## src/rtl/clk_gen_ds_ctrl.sv

```systemverilog
// ---------------------------------------------------------------------------
// clk_gen_ds_ctrl
// Sequences a select change into a clock generator and its downsampler.
// Both blocks are held in reset, the new select is applied, and then the
// resets are released in order with a settle wait after each release.
// A downsampler whose control nibble is zero is left parked in reset.
//
// Ports
//   clk_i        free-running controller reference clock
//   reset_i      synchronous active-high reset
//   v_i          configuration request valid
//   select_i     requested select: [3:0] generator tap, [7:4] downsample ctl
//   force_i      run the full sequence even if select_i matches select_o
//   ready_o      idle and able to accept a request
//   clk_reset_o  clock generator reset
//   ds_reset_o   downsampler reset
//   select_o     select driven into the clock block
//   done_o       one-cycle pulse when a sequence completes
//   busy_o       inverse of ready_o
// ---------------------------------------------------------------------------
module clk_gen_ds_ctrl #(
  parameter int unsigned reset_cycles_p = 4,
  parameter int unsigned cg_settle_p    = 8,
  parameter int unsigned ds_settle_p    = 16,
  parameter logic [7:0]  init_select_p  = 8'h00
) (
  input  logic       clk_i,
  input  logic       reset_i,
  input  logic       v_i,
  input  logic [7:0] select_i,
  input  logic       force_i,
  output logic       ready_o,
  output logic       clk_reset_o,
  output logic       ds_reset_o,
  output logic [7:0] select_o,
  output logic       done_o,
  output logic       busy_o
);

  localparam int unsigned CntW = 8;

  // Wait-counter load values (N-1) for each timed state.
  localparam logic [CntW-1:0] AssertLoad = CntW'(reset_cycles_p - 1);
  localparam logic [CntW-1:0] CgLoad     = CntW'(cg_settle_p - 1);
  localparam logic [CntW-1:0] DsLoad     = CntW'(ds_settle_p - 1);

  typedef enum logic [2:0] {
    S_IDLE   = 3'd0,
    S_ASSERT = 3'd1,
    S_APPLY  = 3'd2,
    S_REL_CG = 3'd3,
    S_REL_DS = 3'd4,
    S_DONE   = 3'd5
  } state_e;

  state_e          state_q;
  logic [CntW-1:0] cnt_q;
  logic [7:0]      pend_sel_q;
  logic [7:0]      select_q;
  logic            clk_reset_q;
  logic            ds_reset_q;
  logic            done_q;
  logic            ready_q;
  logic            busy_q;

  // Sequencer: every output is a flop updated together with the state.
  always_ff @(posedge clk_i) begin
    if (reset_i) begin
      state_q     <= S_REL_CG;
      cnt_q       <= CgLoad;
      pend_sel_q  <= init_select_p;
      select_q    <= init_select_p;
      clk_reset_q <= 1'b1;
      ds_reset_q  <= 1'b1;
      done_q      <= 1'b0;
      ready_q     <= 1'b0;
      busy_q      <= 1'b1;
    end else begin
      done_q <= 1'b0;
      case (state_q)
        S_IDLE: begin
          if (v_i) begin
            pend_sel_q <= select_i;
            ready_q    <= 1'b0;
            busy_q     <= 1'b1;
            if (!force_i && (select_i == select_q)) begin
              // Nothing to change: report completion without touching resets.
              state_q <= S_DONE;
              done_q  <= 1'b1;
            end else begin
              state_q     <= S_ASSERT;
              cnt_q       <= AssertLoad;
              clk_reset_q <= 1'b1;
              ds_reset_q  <= 1'b1;
            end
          end
        end

        S_ASSERT: begin
          if (cnt_q == '0) begin
            state_q  <= S_APPLY;
            select_q <= pend_sel_q;
          end else begin
            cnt_q <= cnt_q - CntW'(1);
          end
        end

        S_APPLY: begin
          state_q     <= S_REL_CG;
          cnt_q       <= CgLoad;
          clk_reset_q <= 1'b0;
        end

        S_REL_CG: begin
          if (clk_reset_q) begin
            // Only reachable straight out of reset_i: this edge is the real
            // entry into the generator settle wait.
            clk_reset_q <= 1'b0;
            cnt_q       <= CgLoad;
          end else if (cnt_q == '0) begin
            if (select_q[7:4] != 4'd0) begin
              state_q    <= S_REL_DS;
              cnt_q      <= DsLoad;
              ds_reset_q <= 1'b0;
            end else begin
              // Downsampler unused: leave it parked in reset.
              state_q <= S_DONE;
              done_q  <= 1'b1;
            end
          end else begin
            cnt_q <= cnt_q - CntW'(1);
          end
        end

        S_REL_DS: begin
          if (cnt_q == '0) begin
            state_q <= S_DONE;
            done_q  <= 1'b1;
          end else begin
            cnt_q <= cnt_q - CntW'(1);
          end
        end

        S_DONE: begin
          state_q <= S_IDLE;
          ready_q <= 1'b1;
          busy_q  <= 1'b0;
        end

        default: begin
          state_q <= S_IDLE;
          ready_q <= 1'b1;
          busy_q  <= 1'b0;
        end
      endcase
    end
  end

  assign ready_o     = ready_q;
  assign busy_o      = busy_q;
  assign clk_reset_o = clk_reset_q;
  assign ds_reset_o  = ds_reset_q;
  assign select_o    = select_q;
  assign done_o      = done_q;

endmodule

```

## config.mk

```make
export PLATFORM = sky130hd
export DESIGN_NAME = clk_gen_ds_ctrl
export DESIGN_NICKNAME = d
export VERILOG_FILES = /design/src/rtl/clk_gen_ds_ctrl.sv
export SDC_FILE = /design/constraint.sdc
export NUM_CORES = 1
export LEC_CHECK = 0
export ABC_AREA = 1
export ABC_CLOCK_PERIOD_IN_PS = 1600
export BUFFER_PORTS_ARGS = -buffer_cell sky130_fd_sc_hd__buf_2
export CAP_MARGIN = 20
export CELL_PAD_IN_SITES_DETAIL_PLACEMENT = 0
export CELL_PAD_IN_SITES_GLOBAL_PLACEMENT = 1
export CORE_MARGIN = 10
export CORE_UTILIZATION = 40
export DETAILED_ROUTE_END_ITERATION = 10
export PLACE_DENSITY = 0.81
export SETUP_SLACK_MARGIN = 0.05
export SLEW_MARGIN = 30
export SYNTH_ARGS = -nofsm -noshare
export SYNTH_HDL_FRONTEND = slang
export SYNTH_SLANG_ARGS = --single-unit
```

## constraint.sdc

```tcl
create_clock -name clk_i -period 1.6 [get_ports clk_i]
set_input_delay 0.24 -clock clk_i [delete_from_list [all_inputs] [get_ports clk_i]]
set_output_delay 0.24 -clock clk_i [all_outputs]
set_load 0.05 [all_outputs]
```

-- Word-level counts from Yosys, hierarchy flattened
Cells that the tools add are included.
- equality and inequality tests: 14
- reductions and logical operators: 18
- bitwise gates (word level): 1
- add/subtract/negate cells: 1
- muxes and demuxes: 33
- operator list (cell ; number):
    8-bit 2-to-1 mux ; 6
    8-bit case mux with 4 select lines ; 1
    3-bit 2-to-1 mux ; 6
    2-bit != test, second input constant ; 8
    3-bit case mux with 5 select lines ; 1
    1-bit 2-to-1 mux ; 14
    5-bit AND reduction ; 2
    8-bit equality test ; 1
    8-bit logical NOT ; 1
    1-bit case mux with 2 select lines ; 4
    4-bit nonzero test ; 2
    8-bit by 1-bit subtractor with 8-bit output, second input constant ; 1
    3-bit by 2-bit equality test with 1-bit output, second input constant ; 2
    2-bit AND reduction ; 3
    6-bit AND reduction ; 1
    4-bit != test, second input constant ; 1
    2-bit nonzero test ; 2
    2-bit OR reduction ; 2
    4-bit OR reduction ; 1
    3-bit by 1-bit equality test with 1-bit output, second input constant ; 1
    3-bit equality test, second input constant ; 1
    3-bit logical NOT ; 1
    1-bit case mux with 3 select lines ; 1
    3-bit AND reduction ; 1
    3 further kinds ; 3
- register bits: 32
- input port bits: 12

-- Depth between registers and ports, before layout
Gate-level depths: netlist of the first run.
- word-level depth: 5
- gate-level depth with buffers: 12
- depth with buffers taken out: 12

-- Worst setup path before layout of the first run
Ideal clock, no wire load.
- path kind: register to register
- start: register select_q[7] (netlist: select_o[7])
- end: register cnt_q[3]
- arrival time: 1604 ps
- slack: -118 ps
- clock period less this slack: 1718 ps
- cell stages (with the launch flop): 10
- cell sequence: dfxtp_1 inv_1 a21oi_1 nand3_1 nor2_2 nand3_4 nand2_8 inv_4 nor2_1 nor2_2
- word-level cells in the longest chain between the ends: 4
- ends and longest elaborated chain (what ; line ; source):
    start, declared ; 59 ; logic [7:0] select_q;
    start signal, assigned ; 72 ; select_q <= init_select_p;
    start signal, assigned ; 102 ; select_q <= pend_sel_q;
    8-bit equality test ; 86 ; if (!force_i && (select_i == select_q)) begin
    1-bit logical AND ; 86 ;
    2-bit != test (no line) ; n/a ;
    5-bit AND reduction (no line) (*) ; n/a ;
    end signal, assigned ; 92 ; cnt_q <= AssertLoad;
    end signal, assigned ; 104 ; cnt_q <= cnt_q - CntW'(1);
    end signal, assigned ; 110 ; cnt_q <= CgLoad;
    end, declared ; 57 ; logic [CntW-1:0] cnt_q;
Every way passes the cells marked *; elsewhere a longest branch is shown, timed or not.
A chain may end at the register's enable or synchronous reset.

-- Final worst setup path of the first run
- start: register state_q[0]
- end: register cnt_q[3]
- word-level cells in the longest chain between the ends: 4
- ends and longest elaborated chain (what ; line ; source):
    start, declared ; 56 ; state_e state_q;
    start signal, assigned ; 69 ; state_q <= S_REL_CG;
    start signal, assigned ; 88 ; state_q <= S_DONE;
    start signal, assigned ; 91 ; state_q <= S_ASSERT;
    3-bit equality test or 3-bit by 1-bit equality test with 1-bit output (tied branches) ; 80 ; case (state_q)
    2-bit OR reduction (no line) ; n/a ;
    2-bit != test (no line) or 4-bit nonzero test (tied branches) ; n/a ;
    5-bit AND reduction (no line) ; n/a ;
    end signal, assigned ; 70 ; cnt_q <= CgLoad;
    end signal, assigned ; 92 ;
    end signal, assigned ; 104 ;
Several ways; a longest one is shown, not always the timed one.

==> results.sh, run 1 <==
export IMPL_status="complete, no violations"
export IMPL_cpMaxStageDelayCell="dfxtp_2"
export IMPL_yosys_area_top_type="dfxtp_1"
export IMPL_diodes=0
export IMPL_hold_buffers=0
export IMPL_grt_pass1_vias=1640
export IMPL_synth_area_leaders="dfxtp_1 35%, nand2_1 12%, a21oi_1 7.2%"
export IMPL_clk_pin_slew_ns=0.07
export IMPL_synth_avg_cell_area_um2=6.98
export IMPL_maxSlewHeadroom=0.745
export IMPL_synthCells=260
export IMPL_power_density_mw_per_mm2=1310
export IMPL_maxSlewViolCount=0
export IMPL_final_core_util=0.512
export IMPL_drcViolationCount=0
export IMPL_synth_flop_cell="dfxtp_1"
export IMPL_vias_per_cell=4.90
export IMPL_syn_cell_area_mm2=0.00181
export IMPL_cp_required_ns=1.78
export IMPL_area_growth_pct=23.8
export IMPL_fin_nets=310
export IMPL_synth_seq_area_share=0.353
export IMPL_finalHoldViolCount=0
export IMPL_setup_viol=0
export IMPL_totalNegativeSetupSlack_ns=0
export IMPL_rsz0062_at_grt="true"
export IMPL_die_h_um=87.3
export IMPL_cp_max_fo=8
export IMPL_routabilityCongestion=0.887
export IMPL_seqPwrFrac=0.340
export IMPL_syn_nets=273
export IMPL_path_class="reg2reg"
export IMPL_synth_edf_count=0
export IMPL_worst_setup_path_start_kind="register"
export IMPL_ys_types=30
export IMPL_max_freq_mhz=687
export IMPL_max_stage_delay_ns=0.40
export IMPL_internal_power_mw=1.70
export IMPL_dp_cells=338
export IMPL_min_path_type="in2reg"
export IMPL_io_buffers=24
export IMPL_synth_common_cells="59 x nand2_1, 33 x inv_1, 32 x dfxtp_1"
export IMPL_firstDrtPassIters=4
export IMPL_start_util=0.414
export IMPL_p_leak_nw=1.04
export IMPL_via_count=1715
export IMPL_final_period_utilization=0.909
export IMPL_worstMarginPinSlew_ns=0.383
export IMPL_core_area_mm2=0.00438
export IMPL_comb_power_share=0.440
export IMPL_period_minus_slack_ns=1.46
export IMPL_multiInputGateArea_mm2=0.00107
export IMPL_ant_nets=0
export IMPL_clock_path_buffers=2
export IMPL_maxCapViolations=0
export IMPL_die_area_mm2=0.00763
export IMPL_ys_ff_latch=32
export IMPL_seq_area_um2=658
export IMPL_cts_tree="done"
export IMPL_rows=24
export IMPL_p_clk_frac=0.220
export IMPL_post_synth_top_count_cell="nand2_1"
export IMPL_clock_sink_count=32
export IMPL_htree_levels=2
export IMPL_grt_max_degree=28
export IMPL_wl_per_cell_um=12.9
export IMPL_yosys_area_top_type_share=0.353
export IMPL_fill_cells=449
export IMPL_ios=25
export IMPL_synthArstFlopShare=0
export IMPL_grt_overflow_total=0
export IMPL_fin_cells=350
export IMPL_numCtsBuffers=5
export IMPL_crit_chain="inv_2 > nand2_4 > o21ai_2 > nand2_2 > nand2_4 > nor2_8 > nand2_8 > inv_8 > nand2_1 > nand2_1 > nor2_2"
export IMPL_crit_arrival_ns=1.64
export IMPL_antenna_found_initial=0
export IMPL_drive_above_1_share=0.329
export IMPL_crit_path_end_kind="register"
export IMPL_grt_usage=0.117
export IMPL_holdWs_ns=0.215
export IMPL_vdd_drop_max_mv=0.792
export IMPL_synth_warnings=0
export IMPL_hpwl_mm=3.29
export IMPL_clk_latency_ns=0.28
export IMPL_power_switching_mw=1.25
export IMPL_drtIter0Drc=87
export IMPL_grt_first_pass_wirelength_mm=7.32
export IMPL_cts_root_buf="clkbuf_8"
export IMPL_die_w_um=87.3
export IMPL_clock_skew_ns=0.00631
export IMPL_routed_wl_mm=4.53
export IMPL_sw_frac_of_total=0.424
-- registers in the layout, summed over array words and instances (netlist names) --
name and flops:
busy_o 1, clk_reset_o 1, cnt_q 8, done_o 1
ds_reset_o 1, pend_sel_q 8, ready_o 1, select_o 8
state_q 3
-- path summary, 6_finish.rpt --
| kind | start | to | slack [ns] | depth (start not counted) |
|---|---|---|---|---|
| worst max-delay path | state_q[0] | cnt_q[3] | 0.14 | 11 |
| worst min-delay path | select_i[6] | pend_sel_q[6] | 0.21 | 3 |
| worst max register to register | state_q[0] | cnt_q[3] | 0.14 | 11 |
| worst min register to register | pend_sel_q[5] | select_o[5] | 0.44 | 2 |
-- stage by stage --
| stage | worst slack (ns) | power, mW | area, µm² |
|---|---|---|---|
| 2_1_floorplan | 0.0581 | 1.91 | 1820 |
| 3_3_place_gp | 0.0841 | 2.20 | 2040 |
| 3_5_place_dp | 0.0635 | 2.18 | 2040 |
| 4_1_cts | 0.0526 | 2.84 | 2140 |
| 5_1_grt | 0.0202 | 3.17 | 2250 |
| 6_report | 0.145 | 2.95 | 2250 |
-- cells by family after synthesis --
kind of cell	Yosys count	share of synthesized area
xor gates and xnor gates	4	0.0193
adders and majority gates	1	0.00690
DFF	32	0.353
and+or+nand+nor	122	0.353
AOI/OAI and AO/OA	58	0.173
buffers and inverters	43	0.0945
-- routing by layer --
layer,part of all wire,vias to the layer above,track usage
met5,0,-,0
met4,0.019,0,0.0420
met3,0.038,9,0.0328
met2,0.47,31,0.185
met1,0.48,761,0.148
li1,-,914,-
-- placed cells by master, fill, tap and decap left out, types with 4 or more instances in the layout --
| master | synthesis | layout |
|---|---|---|
| a21oi_1 | 26 | 26 |
| buf_2 | 0 | 24 |
| buf_4 | 2 | 8 |
| clkbuf_8 | 0 | 6 |
| dfxtp_1 | 32 | 20 |
| dfxtp_2 | 0 | 11 |
| inv_1 | 33 | 29 |
| inv_2 | 5 | 8 |
| nand2_1 | 59 | 57 |
| nand2_2 | 3 | 5 |
| nand2_4 | 4 | 4 |
| nand3_1 | 14 | 12 |
| nand4_1 | 5 | 5 |
| nor2_1 | 21 | 18 |
| nor2_2 | 6 | 7 |
| nor2_4 | 5 | 7 |
| o21ai_0 | 18 | 18 |
| o21ai_1 | 7 | 5 |
-- what timing repair did --
item,CTS,global route
setup buffers,0,3
setup endpoints to repair,0,20
resized for setup,0,26
-- area by class of cell --
| class | instances | share of cell area |
|---|---|---|
| repair buffers | 33 | 0.0891 |
| flip-flops and latches | 32 | 0.293 |
| clock inverters | 1 | 0.00334 |
| multi-input cells | 186 | 0.477 |
| inverters | 39 | 0.0696 |
| clock buffers | 7 | 0.0384 |
| well taps | 52 | 0.0290 |
-- power groups by stage --
stage	Clock, mW	Sequential (mW)	Combinational, mW
3_3_place_gp	0	0.996	1.20
3_5_place_dp	0	0.997	1.18
5_1_grt	0.692	1.01	1.47
2_1_floorplan	0	1.06	0.851
4_1_cts	0.669	0.981	1.19
6_report	0.649	1.00	1.30
-- critical path, delay by kind of cell (launching register included) --
family / cells / cell delay, ns
AOI/OAI and AO/OA: 1 / 0.10
buffers and inverters: 2 / 0.16
DFF: 1 / 0.40
and+or+nand+nor: 8 / 0.68
Note: power is estimated with default switching activity, not from simulation.
==> inputs of run 2 (changes only) <==
BUFFER_PORTS_ARGS = -buffer_cell sky130_fd_sc_hd__buf_4   (was -buffer_cell sky130_fd_sc_hd__buf_2)
REMOVE_ABC_BUFFERS = 1   (was default)
==> run 2 against run 1 <==
Against the previous run: sequential power is essentially flat; global-route usage is 0.71 points higher; clock power fell by 11%; design area increased by 2.7%; wire length rose by 0.55%; critical path type unchanged; critical endpoint is now cnt_q[5].
==> results.sh, run 2 (synthesized netlist as in run 1, its figures left out) <==
export IMPL_status="complete, no violations"
export IMPL_clk_latency_ns=0.28
export IMPL_antenna_found_initial=0
export IMPL_setup_viol=0
export IMPL_drive_above_1_share=0.311
export IMPL_period_minus_slack_ns=1.54
export IMPL_placed_area_mm2=0.00212
export IMPL_holdWs_ns=0.176
export IMPL_path_class="reg2reg"
export IMPL_max_stage_delay_ns=0.39
export IMPL_drtIter0Drc=99
export IMPL_routed_wl_mm=4.55
export IMPL_fin_nets=315
export IMPL_grt_pass1_vias=1661
export IMPL_die_h_um=87.3
export IMPL_io_buffers=24
export IMPL_fill_cells=469
export IMPL_final_period_utilization=0.965
export IMPL_maxSlewViolCount=0
export IMPL_rows=24
export IMPL_crit_buf_inv=2
export IMPL_wl_per_cell_um=12.9
export IMPL_rsz0062_at_grt="true"
export IMPL_die_area_mm2=0.00763
export IMPL_numCtsBuffers=5
export IMPL_crit_arrival_ns=1.73
export IMPL_cp_max_fo=4
export IMPL_vias_per_cell=4.90
export IMPL_layout_common_cells="58 x nand2_1, 36 x buf_4, 30 x inv_1, 26 x dfxtp_1, 24 x a21oi_1"
export IMPL_grt_max_degree=19
export IMPL_critPathTopFamily="simple AND/OR/NAND/NOR gates"
export IMPL_wl_met2_mm=2.13
export IMPL_cts_root_buf="clkbuf_8"
export IMPL_hold_start="reset_i"
export IMPL_htree_levels=2
export IMPL_reg2regPathDepth=10
export IMPL_firstDrtPassIters=4
export IMPL_final_cell_area_mm2=0.00231
export IMPL_clk_pin_slew_ns=0.06
export IMPL_grt_first_pass_wirelength_mm=7.69
export IMPL_ios=25
export IMPL_ant_nets=0
export IMPL_layout_commonest_cell="nand2_1"
export IMPL_clock_path_buffers=2
export IMPL_min_path_type="in2reg"
export IMPL_start_util=0.414
export IMPL_clock_skew_ns=0.00287
export IMPL_via_count=1734
export IMPL_diodes=0
export IMPL_p_leak_nw=1.07
export IMPL_seq_area_um2=648
export IMPL_cts_tree="done"
export IMPL_crit_top_cell="nand2_1"
export IMPL_crit_path_end_kind="register"
export IMPL_routabilityCongestion=0.792
export IMPL_core_area_mm2=0.00438
export IMPL_r2r_setup_slack_ns=0.06
export IMPL_r2r_start="select_o[7]"
export IMPL_whs_endpoint="cnt_q[4]"
export IMPL_clock_sink_count=32
export IMPL_totalNegativeSetupSlack_ns=0
export IMPL_worst_setup_path_start_kind="register"
export IMPL_finalHoldViolCount=0
export IMPL_crit_chain="inv_1 > a21oi_1 > nand3_1 > nor2_4 > nand3_4 > buf_6 > nand3_2 > nand2_1 > nand2_1 > nor2_2"
export IMPL_vdd_drop_max_mv=0.709
export IMPL_maxSlewHeadroom=0.689
export IMPL_wl_met1_mm=2.09
export IMPL_cpMaxStageDelayCell="dfxtp_1"
export IMPL_maxCapViolations=0
export IMPL_cp_required_ns=1.78
export IMPL_r2r_end="cnt_q[5]"
export IMPL_whs_path_depth=2
export IMPL_grt_overflow_total=0
export IMPL_worstMarginPinSlew_ns=0.465
export IMPL_power_density_mw_per_mm2=1270
export IMPL_max_freq_mhz=647
export IMPL_grt_usage=0.124
export IMPL_multiInputGateArea_mm2=0.00106
export IMPL_hpwl_mm=3.44
export IMPL_met3_length_um=286
export IMPL_highest_layer="met4"
export IMPL_drcViolationCount=0
export IMPL_die_w_um=87.3
export IMPL_area_growth_pct=27.1
==> run 2: cell types whose count changed in the layout (fill, tap and decap cells not counted), sizes merged <==
cell / previous run / this run
clkinvlp: 1 / 0
buf: 33 / 38
clkinv: 0 / 1
clkbuf: 7 / 6
==> run 2: area by class of cell <==
class	instances	area share
clock inverter	1	0.00217
multi-input combinational	186	0.458
timing repair buffer	38	0.131
tap	52	0.0282
inverter	39	0.0678
clock buffer	6	0.0315
sequential	32	0.281
==> run 2: worst register-to-register path, stage by stage, from the launching register on <==
cell	delay (ns)
dfxtp_1	0.39
inv_1	0.08
a21oi_1	0.15
nand3_1	0.14
nor2_4	0.18
nand3_4	0.16
buf_6	0.17
nand3_2	0.04
nand2_1	0.05
nand2_1	0.06
nor2_2	0.03
==> run 2: routing by layer <==
metal / up-vias / GRT usage
met5: - / 0
met4: 0 / 0.0348
met3: 4 / 0.0421
met2: 33 / 0.201
met1: 775 / 0.152
li1: 922 / -
==> run 2: power breakdown <==
| group | switching, mW | internal, mW | leakage (nW) | total (mW) |
|---|---|---|---|---|
| clock network | 0.280 | 0.295 | 0.0410 | 0.575 |
| registers | 0.0913 | 0.896 | 0.261 | 0.987 |
| logic | 0.854 | 0.508 | 0.768 | 1.36 |
==> run 2: how the worst max path moves through the flow <==
stage                to  depth (start not counted)   startpoint  slack, ns
6_report       cnt_q[5]                         10  select_o[7]       0.06
5_1_grt        cnt_q[1]                         11  select_o[1]      -0.03
4_1_cts        cnt_q[1]                          9  select_o[7]       0.05
3_5_place_dp   cnt_q[3]                         12     cnt_q[0]       0.03
3_3_place_gp   cnt_q[1]                          9  select_o[7]       0.05
2_1_floorplan  cnt_q[0]                          9  select_o[7]      -0.12
==> run 2: timing repair <==
item	CTS	global route
pin swaps	2	14
endpoints found under the setup margin	5	24
setup buffers	0	4
gates resized for setup	3	22
hold buffers	0	0
cloned	1	0
==> run 2: stage by stage <==
| stage | cells | setup WS [ns] | utilization | total power, mW |
|---|---|---|---|---|
| final | 354 | 0.0555 | 0.526 | 2.92 |
| after global placement | 342 | 0.0462 | 0.485 | 2.26 |
| after floorplan | 256 | -0.123 | - | 1.91 |
| after detailed placement | 342 | 0.0299 | 0.485 | 2.25 |
| after CTS | 350 | 0.0503 | 0.507 | 2.84 |
| after global routing | 354 | -0.0279 | 0.526 | 3.16 |
==> inputs of run 3 (changes only) <==
BUFFER_PORTS_ARGS = default   (was -buffer_cell sky130_fd_sc_hd__buf_4)
CAP_MARGIN = default   (was 20)
CORE_UTILIZATION = 45   (was 40)
DONT_BUFFER_PORTS = 1   (was default)
PLACE_DENSITY = 0.82   (was 0.81)
==> run 3 against run 2 <==
Against the previous run: first-iteration DRC count down 42%; highest routed layer unchanged; largest cell class unchanged; critical path type unchanged; combinational power decreased by 9%; final cell count fell by 5.1%; clock skew rose by 0.0033 ns.
==> results.sh, run 3 (synthesized netlist as in run 1, its figures left out) <==
export IMPL_max_freq_mhz=676
export IMPL_grt_usage=0.133
export IMPL_layout_commonest_cell="nand2_1"
export IMPL_numCtsBuffers=5
export IMPL_worstMarginPinSlew_ns=0.521
export IMPL_r2r_start="cnt_q[1]"
export IMPL_maxCapViolations=0
export IMPL_io_buffers=0
export IMPL_area_growth_pct=22.7
export IMPL_drcViolationCount=0
export IMPL_hpwl_mm=3.32
export IMPL_rows=23
export IMPL_firstDrtPassIters=4
export IMPL_cp_max_fo=8
export IMPL_p_leak_nw=0.989
export IMPL_grt_first_pass_wirelength_mm=7.77
export IMPL_htree_levels=2
export IMPL_grt_pass1_vias=1685
export IMPL_dp_slack_ns=0.0109
export IMPL_path_class="reg2reg"
export IMPL_finalHoldViolCount=0
export IMPL_holdWs_ns=0.0114
export IMPL_crit_arrival_ns=1.65
export IMPL_crit_start="cnt_q[1]"
export IMPL_via_count=1694
export IMPL_period_minus_slack_ns=1.48
export IMPL_setup_viol=0
export IMPL_clock_sink_count=32
export IMPL_routabilityCongestion=0.779
export IMPL_ant_nets=0
export IMPL_min_path_type="in2reg"
export IMPL_clock_skew_ns=0.00616
export IMPL_antenna_found_initial=0
export IMPL_start_util=0.460
export IMPL_grt_max_degree=15
export IMPL_cts_root_buf="clkbuf_8"
export IMPL_vias_per_cell=5.04
export IMPL_drive_above_1_share=0.304
export IMPL_final_period_utilization=0.924
export IMPL_crit_path_end_kind="register"
export IMPL_die_area_mm2=0.00697
export IMPL_wl_per_cell_um=13.3
export IMPL_total_power_mw=2.94
export IMPL_die_h_um=83.5
export IMPL_rsz0062_at_grt="true"
export IMPL_final_core_util=0.565
export IMPL_power_density_mw_per_mm2=1320
export IMPL_drtIter0Drc=57
export IMPL_fin_cells=336
export IMPL_layout_common_cells="56 x nand2_1, 27 x inv_1, 25 x a21oi_1, 23 x dfxtp_1"
export IMPL_dp_cells=322
export IMPL_setup_ws_ns=0.122
export IMPL_maxSlewHeadroom=0.652
export IMPL_hold_start="reset_i"
export IMPL_fill_cells=414
export IMPL_vdd_drop_max_mv=0.595
export IMPL_clock_path_buffers=2
export IMPL_die_w_um=83.5
export IMPL_grt_overflow_total=0
export IMPL_cp_required_ns=1.77
export IMPL_ios=25
export IMPL_worst_setup_path_start_kind="register"
export IMPL_cts_tree="done"
export IMPL_clk_latency_ns=0.29
export IMPL_diodes=0
export IMPL_routed_wl_mm=4.47
export IMPL_status="complete, no violations"
export IMPL_maxSlewViolCount=0
export IMPL_clk_pin_slew_ns=0.07
export IMPL_core_area_mm2=0.00394
export IMPL_fin_nets=298
==> run 3: changes by cell type in the layout (fill, tap and decap cells not counted), sizes merged <==
cell | previous run | this run
buf | 38 | 20
clkbuf | 6 | 8
clkinv | 1 | 0
dlygate4sd3 | 0 | 1
==> run 3: routing by layer <==
metal,part of all wire,global-route usage
met1,0.46,0.154
met2,0.47,0.222
met3,0.054,0.0479
met4,0.013,0.0426
met5,0,0
==> run 3: power by group <==
group / leakage, nW / total (mW) / switching [mW] / internal [mW]
combinational: 0.681 / 1.24 / 0.775 / 0.463
sequential: 0.263 / 1.06 / 0.158 / 0.898
clock: 0.0455 / 0.649 / 0.298 / 0.351
total: 0.989 / 2.94 / 1.23 / 1.71
==> run 3: final timing paths <==
| check | endpoint | slack, ns | cells after the start |
|---|---|---|---|
| hold reg to reg | select_o[5] | 0.44 | 2 |
| hold / removal | cnt_q[4] | 0.01 | 1 |
| setup / recovery | cnt_q[0] | 0.12 | 11 |
| setup reg to reg | cnt_q[0] | 0.12 | 11 |
==> run 3: area by class of cell <==
cell class | instances | area [µm²] | share of cell area
Sequential cell | 32 | 662 | 0.297
Multi-Input combinational cell | 186 | 1080 | 0.485
Tap cell | 50 | 62.6 | 0.0281
Timing Repair Buffer | 21 | 180 | 0.0809
Inverter | 39 | 151 | 0.0680
Clock buffer | 8 | 90.1 | 0.0405
==> run 3: repair_timing <==
action,CTS,global route
gates cloned,1,0
hold buffers,0,1
setup endpoints to repair,6,28
hold endpoints to repair,0,1
setup buffers,0,4
pin swaps,2,17
resized for setup,3,38
==> run 3: through the flow <==
step                      setup TNS (ns)  area, µm²
after floorplan                   -0.693       1790
after global placement                 0       1990
after detailed placement               0       1990
after CTS                              0       2100
after global routing                   0       2230
final                                  0       2230
==> run 3: worst max-delay path, stage by stage, from the launching register on <==
cell	delay, ns
dfxtp_2	0.35
inv_2	0.05
ha_4	0.16
nand2_2	0.09
nor2_4	0.06
nand2_2	0.08
nand2_4	0.07
nor2_8	0.16
nand2_8	0.09
buf_4	0.14
nand2_1	0.05
nand3_1	0.07
